--- config.mk ---
export PLATFORM = sky130hd
export DESIGN_NAME = seq_shift_unit_flat
export DESIGN_NICKNAME = d
export VERILOG_FILES = /design/src/rtl/seq_shift_unit_if.sv /design/src/rtl/seq_shift_unit.sv /design/src/flat_wrapper.sv
export SDC_FILE = /design/constraint.sdc
export NUM_CORES = 1
export LEC_CHECK = 0
export BUFFER_PORTS_ARGS = -buffer_cell sky130_fd_sc_hd__buf_2
export CORE_MARGIN = 5
export CORE_UTILIZATION = 54
export CTS_CLUSTER_DIAMETER = 30
export DETAILED_ROUTE_END_ITERATION = 10
export PLACE_DENSITY = 0.82
export SYNTH_ARGS = -nofsm -noshare
export SYNTH_HDL_FRONTEND = slang
export SYNTH_SLANG_ARGS = --single-unit
--- constraint.sdc ---
create_clock -name clk -period 3 [get_ports clk]
set_input_delay 0.3 -clock clk [delete_from_list [all_inputs] [get_ports clk]]
set_output_delay 0.3 -clock clk [all_outputs]
set_load 0.1 [all_outputs]
--- src/rtl/seq_shift_unit_if.sv ---
// Handshake and data bundle between the multiplier controller and the shift unit.
interface seq_shift_unit_if #(
  parameter int WIDTH = 8,
  parameter int AMT_W = 3
);
  logic             start;
  logic [1:0]       mode;
  logic [AMT_W-1:0] amount;
  logic [WIDTH-1:0] din;
  logic             serial_in;
  logic [WIDTH-1:0] dout;
  logic             carry_out;
  logic             busy;
  logic             done;

  modport master (
    output start, mode, amount, din, serial_in,
    input  dout, carry_out, busy, done
  );

  modport slave (
    input  start, mode, amount, din, serial_in,
    output dout, carry_out, busy, done
  );
endinterface

--- src/rtl/seq_shift_unit.sv ---
// Sequential shift/rotate unit: load once, then shift one bit per clock.
//
// state   | meaning
// --------+-----------------------------------------------------------
// S_IDLE  | waiting for start; dout/carry_out hold the last result
// S_SHIFT | one single-bit shift per clock until the count runs out
// S_DONE  | one-cycle done pulse, then back to S_IDLE
module seq_shift_unit #(
  parameter int WIDTH = 8,
  parameter int AMT_W = 3
) (
  input  logic             clk,
  input  logic             rst,
  seq_shift_unit_if.slave  bus
);

  localparam logic [1:0] S_IDLE  = 2'd0;
  localparam logic [1:0] S_SHIFT = 2'd1;
  localparam logic [1:0] S_DONE  = 2'd2;

  localparam logic [1:0] M_SLL = 2'b00;
  localparam logic [1:0] M_SRL = 2'b01;
  localparam logic [1:0] M_SRA = 2'b10;
  localparam logic [1:0] M_ROL = 2'b11;

  logic [1:0]       state_q, state_d;
  logic [WIDTH-1:0] shreg_q, shreg_d;
  logic [AMT_W-1:0] cnt_q,   cnt_d;
  logic [1:0]       mode_q,  mode_d;
  logic             carry_q, carry_d;

  // Next-state and datapath: load on accepted start, one shift per SHIFT cycle.
  always_comb begin
    state_d = state_q;
    shreg_d = shreg_q;
    cnt_d   = cnt_q;
    mode_d  = mode_q;
    carry_d = carry_q;
    case (state_q)
      S_IDLE: begin
        if (bus.start) begin
          shreg_d = bus.din;
          cnt_d   = bus.amount;
          mode_d  = bus.mode;
          carry_d = 1'b0;
          state_d = (bus.amount != '0) ? S_SHIFT : S_DONE;
        end
      end
      S_SHIFT: begin
        case (mode_q)
          M_SLL: begin
            shreg_d = {shreg_q[WIDTH-2:0], bus.serial_in};
            carry_d = shreg_q[WIDTH-1];
          end
          M_SRL: begin
            shreg_d = {bus.serial_in, shreg_q[WIDTH-1:1]};
            carry_d = shreg_q[0];
          end
          M_SRA: begin
            shreg_d = {shreg_q[WIDTH-1], shreg_q[WIDTH-1:1]};
            carry_d = shreg_q[0];
          end
          M_ROL: begin
            shreg_d = {shreg_q[WIDTH-2:0], shreg_q[WIDTH-1]};
            carry_d = shreg_q[WIDTH-1];
          end
          default: ;
        endcase
        cnt_d = cnt_q - AMT_W'(1);
        if (cnt_q == AMT_W'(1)) state_d = S_DONE;
      end
      S_DONE:  state_d = S_IDLE;
      default: state_d = S_IDLE;
    endcase
  end

  // State registers with synchronous reset; reset aborts any run without a done.
  always_ff @(posedge clk) begin
    if (rst) begin
      state_q <= S_IDLE;
      shreg_q <= '0;
      cnt_q   <= '0;
      mode_q  <= M_SLL;
      carry_q <= 1'b0;
    end else begin
      state_q <= state_d;
      shreg_q <= shreg_d;
      cnt_q   <= cnt_d;
      mode_q  <= mode_d;
      carry_q <= carry_d;
    end
  end

  assign bus.dout      = shreg_q;
  assign bus.carry_out = carry_q;
  assign bus.busy      = (state_q == S_SHIFT);
  assign bus.done      = (state_q == S_DONE);

endmodule

--- src/flat_wrapper.sv ---
// flat-port wrapper written by rule: the top's interface ports become plain ports
module seq_shift_unit_flat 
#(
  parameter int WIDTH = 8,
  parameter int AMT_W = 3
)
  (clk, rst, bus_start, bus_mode, bus_amount, bus_din, bus_serial_in, bus_dout, bus_carry_out, bus_busy, bus_done);
  seq_shift_unit_if #(.WIDTH(WIDTH), .AMT_W(AMT_W)) bus_i ();
  input  logic clk;
  input  logic rst;
  input wire logic [$bits(bus_i.start)-1:0] bus_start;
  input wire logic [$bits(bus_i.mode)-1:0] bus_mode;
  input wire logic [$bits(bus_i.amount)-1:0] bus_amount;
  input wire logic [$bits(bus_i.din)-1:0] bus_din;
  input wire logic [$bits(bus_i.serial_in)-1:0] bus_serial_in;
  output wire logic [$bits(bus_i.dout)-1:0] bus_dout;
  output wire logic [$bits(bus_i.carry_out)-1:0] bus_carry_out;
  output wire logic [$bits(bus_i.busy)-1:0] bus_busy;
  output wire logic [$bits(bus_i.done)-1:0] bus_done;
  assign bus_i.start = bus_start;
  assign bus_i.mode = bus_mode;
  assign bus_i.amount = bus_amount;
  assign bus_i.din = bus_din;
  assign bus_i.serial_in = bus_serial_in;
  assign bus_dout = bus_i.dout;
  assign bus_carry_out = bus_i.carry_out;
  assign bus_busy = bus_i.busy;
  assign bus_done = bus_i.done;
  seq_shift_unit #(.WIDTH(WIDTH), .AMT_W(AMT_W)) u_core (.clk(clk), .rst(rst), .bus(bus_i));
endmodule
## After elaboration in Yosys (flattened, before gate mapping)

Index checks and enable logic that the tools add are counted.

- Muxes and demuxes: 12
- Reduce and logical (&&, ||, !) cells: 10
- $add $sub $neg: 1
- Eq/ne operators: 9

Operators with widths:

| kind | number |
|---|---|
| 8-bit one-hot mux with 4 select lines | 1 |
| 8-bit one-hot mux with 2 select lines | 1 |
| 8-bit 2-to-1 mux | 1 |
| 2-bit == test, second input constant | 3 |
| 2-bit 2-to-1 mux | 3 |
| 3-bit one-hot mux with 2 select lines | 1 |
| 2-bit AND reduction | 3 |
| 2-bit by 1-bit == test with 1-bit output, second input constant | 2 |
| 2-bit logical NOT | 2 |
| 2-bit != test, second input constant | 2 |
| 1-bit one-hot mux with 2 select lines | 2 |
| 2-bit one-hot mux with 2 select lines | 1 |
| 2-bit OR reduction | 2 |
| 3-bit by 1-bit == test with 1-bit output, second input constant | 1 |
| 3-bit 2-to-1 mux | 1 |
| 3-bit AND reduction | 1 |
| 3-bit nonzero test | 1 |
| 3-bit by 1-bit subtractor with 3-bit output, second input constant | 1 |
| 2-bit by 1-bit != test with 1-bit output, second input constant | 1 |
| 2-bit nonzero test | 1 |
| 1-bit 2-to-1 mux | 1 |

- Flip-flop bits (word level): 16
- Input bits: 17

## Logic depth before layout (Yosys ltp)

- Word-level depth: 4
- Depth in mapped cells: 8
- Mapped depth without buffers: 6

## Least setup slack after synthesis

No wires, ideal clock.

- Kind: register to output
- From: reg u_core.state_q[1]
- To: out bus_done
- Arrival time: 2.052 ns
- Buffers on the path: 1
- Stages on the path, launching flop included: 3
- Data required time: 2.700 ns
- Slack: 0.648 ns
- Path through: dfxtp_1 -> clkbuf_1 -> nor2b_1

- Longest elaborated chain between the ends: 1

RTL lines:

| what | RTL line | source |
|---|---|---|
| start: declaration | seq_shift_unit.sv:26 | `logic [1:0] state_q, state_d;` |
| start signal: assignment | seq_shift_unit.sv:86 | `state_q <= state_d;` |
| 2-bit == test | seq_shift_unit.sv:97 | `assign bus.done = (state_q == S_DONE);` |
| end: declaration | flat_wrapper.sv:19 | `output wire logic [$bits(bus_i.done)-1:0] bus_done;` |

No other way between the ends.

## Final worst setup path

- From: reg u_core.state_q[0]
- To: out bus_busy

- Longest elaborated chain between the ends: 1

RTL lines:

| what | RTL line | source |
|---|---|---|
| 2-bit by 1-bit == test with 1-bit output | seq_shift_unit.sv:96 | `assign bus.busy = (state_q == S_SHIFT);` |
| end: declaration | flat_wrapper.sv:18 | `output wire logic [$bits(bus_i.busy)-1:0] bus_busy;` |

No other way between the ends.

==> out/qor.yml <==
outcome:
  outcome: "completed"
final_layout:
  final_nets: 167
  area_delta_synth_final_pct: 14.41
  final_util_pct: 65.00
  multi_input_area_um2: 590.6
  diodes: 0
  regArea_um2: 320.3
  final_layout_size_suffix_gt1_share_pct: 23.94
  fillers: 158
detailed_routing:
  routed-via-count: 1022
  drtAntennaViolNets: 0
  drt-total-wl_mm: 2.413
  drt_pass1_iterations: 4
  drc: 0
  wl_per_cell_um: 14.45
  drt_iter0_markers: 37
  vias_per_cell: 6.120
critical_path:
  r2r_start: "u_core.state_q[0]$_SDFFE_PP0P_"
  endpoint_kind: "output pin"
  r2r_end: "u_core.bus.dout[1]$_SDFFE_PP0P_"
  critPathMaxStageDelay_ns: 0.70
  cp.required_ns: 2.70
  critical_path_arrival_ns: 2.03
  reg2reg_depth: 5
  critPathKind: "flip-flop to output pin"
  start_kind: "flip-flop"
  path_cells: "nand2b_1 > inv_2 > buf_2"
  crit_path_top_delay_cell: "dfxtp_1"
  r2r_slack_ns: 1.15
  crit_fanout: 19
  startpoint: "u_core.state_q[0]$_SDFFE_PP0P_"
clock_tree:
  cts_buffer_depth: 2
  htree_num_levels: 1
  cts_hold_buf: 0
  clk_pin_slew_worst_paths_ns: 0.09
  cts_tree: "yes"
  cts_setup_buffers: 0
  cts.repair.resized: 0
  cts.sinks: 16
  cts_buffers: 3
  clkLatencyLatePin_ns: 0.28
  root_buffer: "clkbuf_4"
power:
  power_leakage_nw: 0.4547
  p_per_area_nw_per_um2: 538.1
  vdd_drop_max_uv: 357.3
yosys:
  synthCells: 121
  synth_area_um2: 980.9
  ys_ff_latch: 16
  seq_area_frac_synth_pct: 32.65
  syn_area_per_cell_um2: 8.107
  synth_top_area_share_pct: 32.65
  ys.flop_type: "dfxtp_1"
  synth_cell_types: 34
  syn_nets: 144
  synth_edf_count: 0
  yosysWarnings: 0
  async_reset_ff_share_pct: 0
  ys_top_cells_by_area: "dfxtp_1, a31oi_1, ha_1, nand2_1, a32oi_1"
  synth_top_area_cell: "dfxtp_1"
grt:
  antenna_found_initial: 0
  grt_pass1_vias: 933
  grt_usage_pct: 19.42
  grt_pass1_wl_mm: 3.981
  grt_start_max_net_pins: 20
  overflow: 0
timing:
  tightest_slew_ns: 0.5805
  fin_crit_sh_pct: 77.57
  setup_viol: 0
  period_minus_slack_ns: 2.327
  slew_headroom_pct: 61.25
  skew_ns: 0.001207
  setup_tns_ns: 0
  hold_ws_ns: 0.2438
  slew_viol_final: 0
  timing.final.hold_violations: 0
  max_freq_ghz: 0.4297
  rsz0062_at_grt: "no"
floorplanning:
  row_count: 15
  start_util_pct: 56.81
  die_w_um: 52.62
  die-area_um2: 2769
  fp.coreArea_um2: 1727
  die_h_um: 52.62
  io_pins: 28
min_path:
  min_path_cells: 3
  hp-start: "bus_mode[0]"
  min_to: "u_core.mode_q[0]$_SDFFE_PP0P_"
  holdCritPathClass: "input pin to flip-flop"
place:
  place_congestion: 0.9318
  hpwlAfterDp_mm: 1.806
  io_buffers: 27
job:
  maxCapViolCount: 0
==> per-layer routing <==
layer  routed length, um  global-route usage, %  share of wire, %  up-vias
met5                   0                      0                 0        -
met3                 213                  3.419               8.8        6
met4                  49                  11.06               2.0        0
li1                    -                      -                 -      490
met1                1014                  24.40                42      466
met2                1135                  30.79                47       60
==> cells in the final DEF, fill, tap and decap left out <==
cell and instances:
nor4_1 1, buf_2 27, nand2b_1 2, a211o_1 1, a221oi_1 3, inv_1 5
inv_2 1, o211ai_1 1, or2_2 1, nor2b_1 5, ha_1 6, a31oi_1 12
mux2i_1 1, nor3_1 4, dfxtp_1 16, nand2_1 12, clkbuf_4 3, nor3b_1 5
o21ai_0 4, nand3b_1 1, o21a_1 1, a22o_1 1, a311oi_2 1, and2b_1 1
o21ba_2 1, o41ai_1 2, nor2_1 8, a211oi_1 1, a32oi_1 5, a21oi_1 7
o22ai_1 1, and2_1 2
==> metrics by stage <==
step | std cells | instance area, um2 | setup WS (ns) | total power [W]
CTS | 167 | 1122 | 0.6922 | 0.0006078
finish | 167 | 1122 | 0.6730 | 0.0006039
global placement | 164 | 1100 | 1.048 | 0.0004888
floorplan | 121 | 980.9 | 0.6480 | 0.0004528
detailed placement | 164 | 1100 | 1.014 | 0.0004942
global route | 167 | 1122 | 0.5159 | 0.0006393
==> synthesized netlist by cell type, drive strengths merged, types with 2 or more instances <==
cell type	instances
a32oi	5
nor2	8
nor2b	5
nand2	12
o41ai	2
nand2b	2
a21oi	7
dfxtp	16
nor3b	5
clkbuf	5
nor3	4
a31oi	12
and2	2
ha	6
o21ai	4
a221oi	3
inv	6
buf	4
==> critical path: cells and delay by family, from the launching register on <==
kind | cells | cell delay (ns)
DFF | 1 | 0.70
buffers and inverters | 2 | 0.71
and+or+nand+nor | 1 | 0.33
==> flip-flops by register name (all words and copies together) (netlist names) <==
register              flops
u_core.bus.dout           8
u_core.cnt_q              3
u_core.state_q            2
u_core.mode_q             2
u_core.bus.carry_out      1
==> cell families after synthesis <==
logic type               Yosys count  share of synthesized area [%]
AO/OA/AOI/OAI                     41                          29.47
adder cells (fa/ha/maj)            6                          7.653
buffers and inverters             15                          7.143
flip-flops                        16                          32.65
multiplexers                       1                          1.020
AND/OR/NAND/NOR                   42                          22.07
==> worst max path at each step <==
stage / cells after the start / to
final: 3 / bus_busy
after CTS: 3 / bus_busy
after floorplan: 2 / bus_done
after detailed placement: 3 / bus_busy
after global placement: 3 / bus_busy
after global routing: 3 / bus_busy
==> power breakdown <==
part	switching, W	internal, W
clock	0.0000672	0.0000466
combinational	0.000168	0.0000608
sequential	0.0000279	0.000233
total	0.000263	0.000340
==> final cells by class <==
type                    count  area share (%)
flip-flops and latches     16           28.54
inverters                   6           2.007
repair buffers             27           12.04
well taps                  25           2.787
clock buffers               3           2.007
multi-input cells          90           52.62
Note: power is estimated with default switching activity, not from simulation.
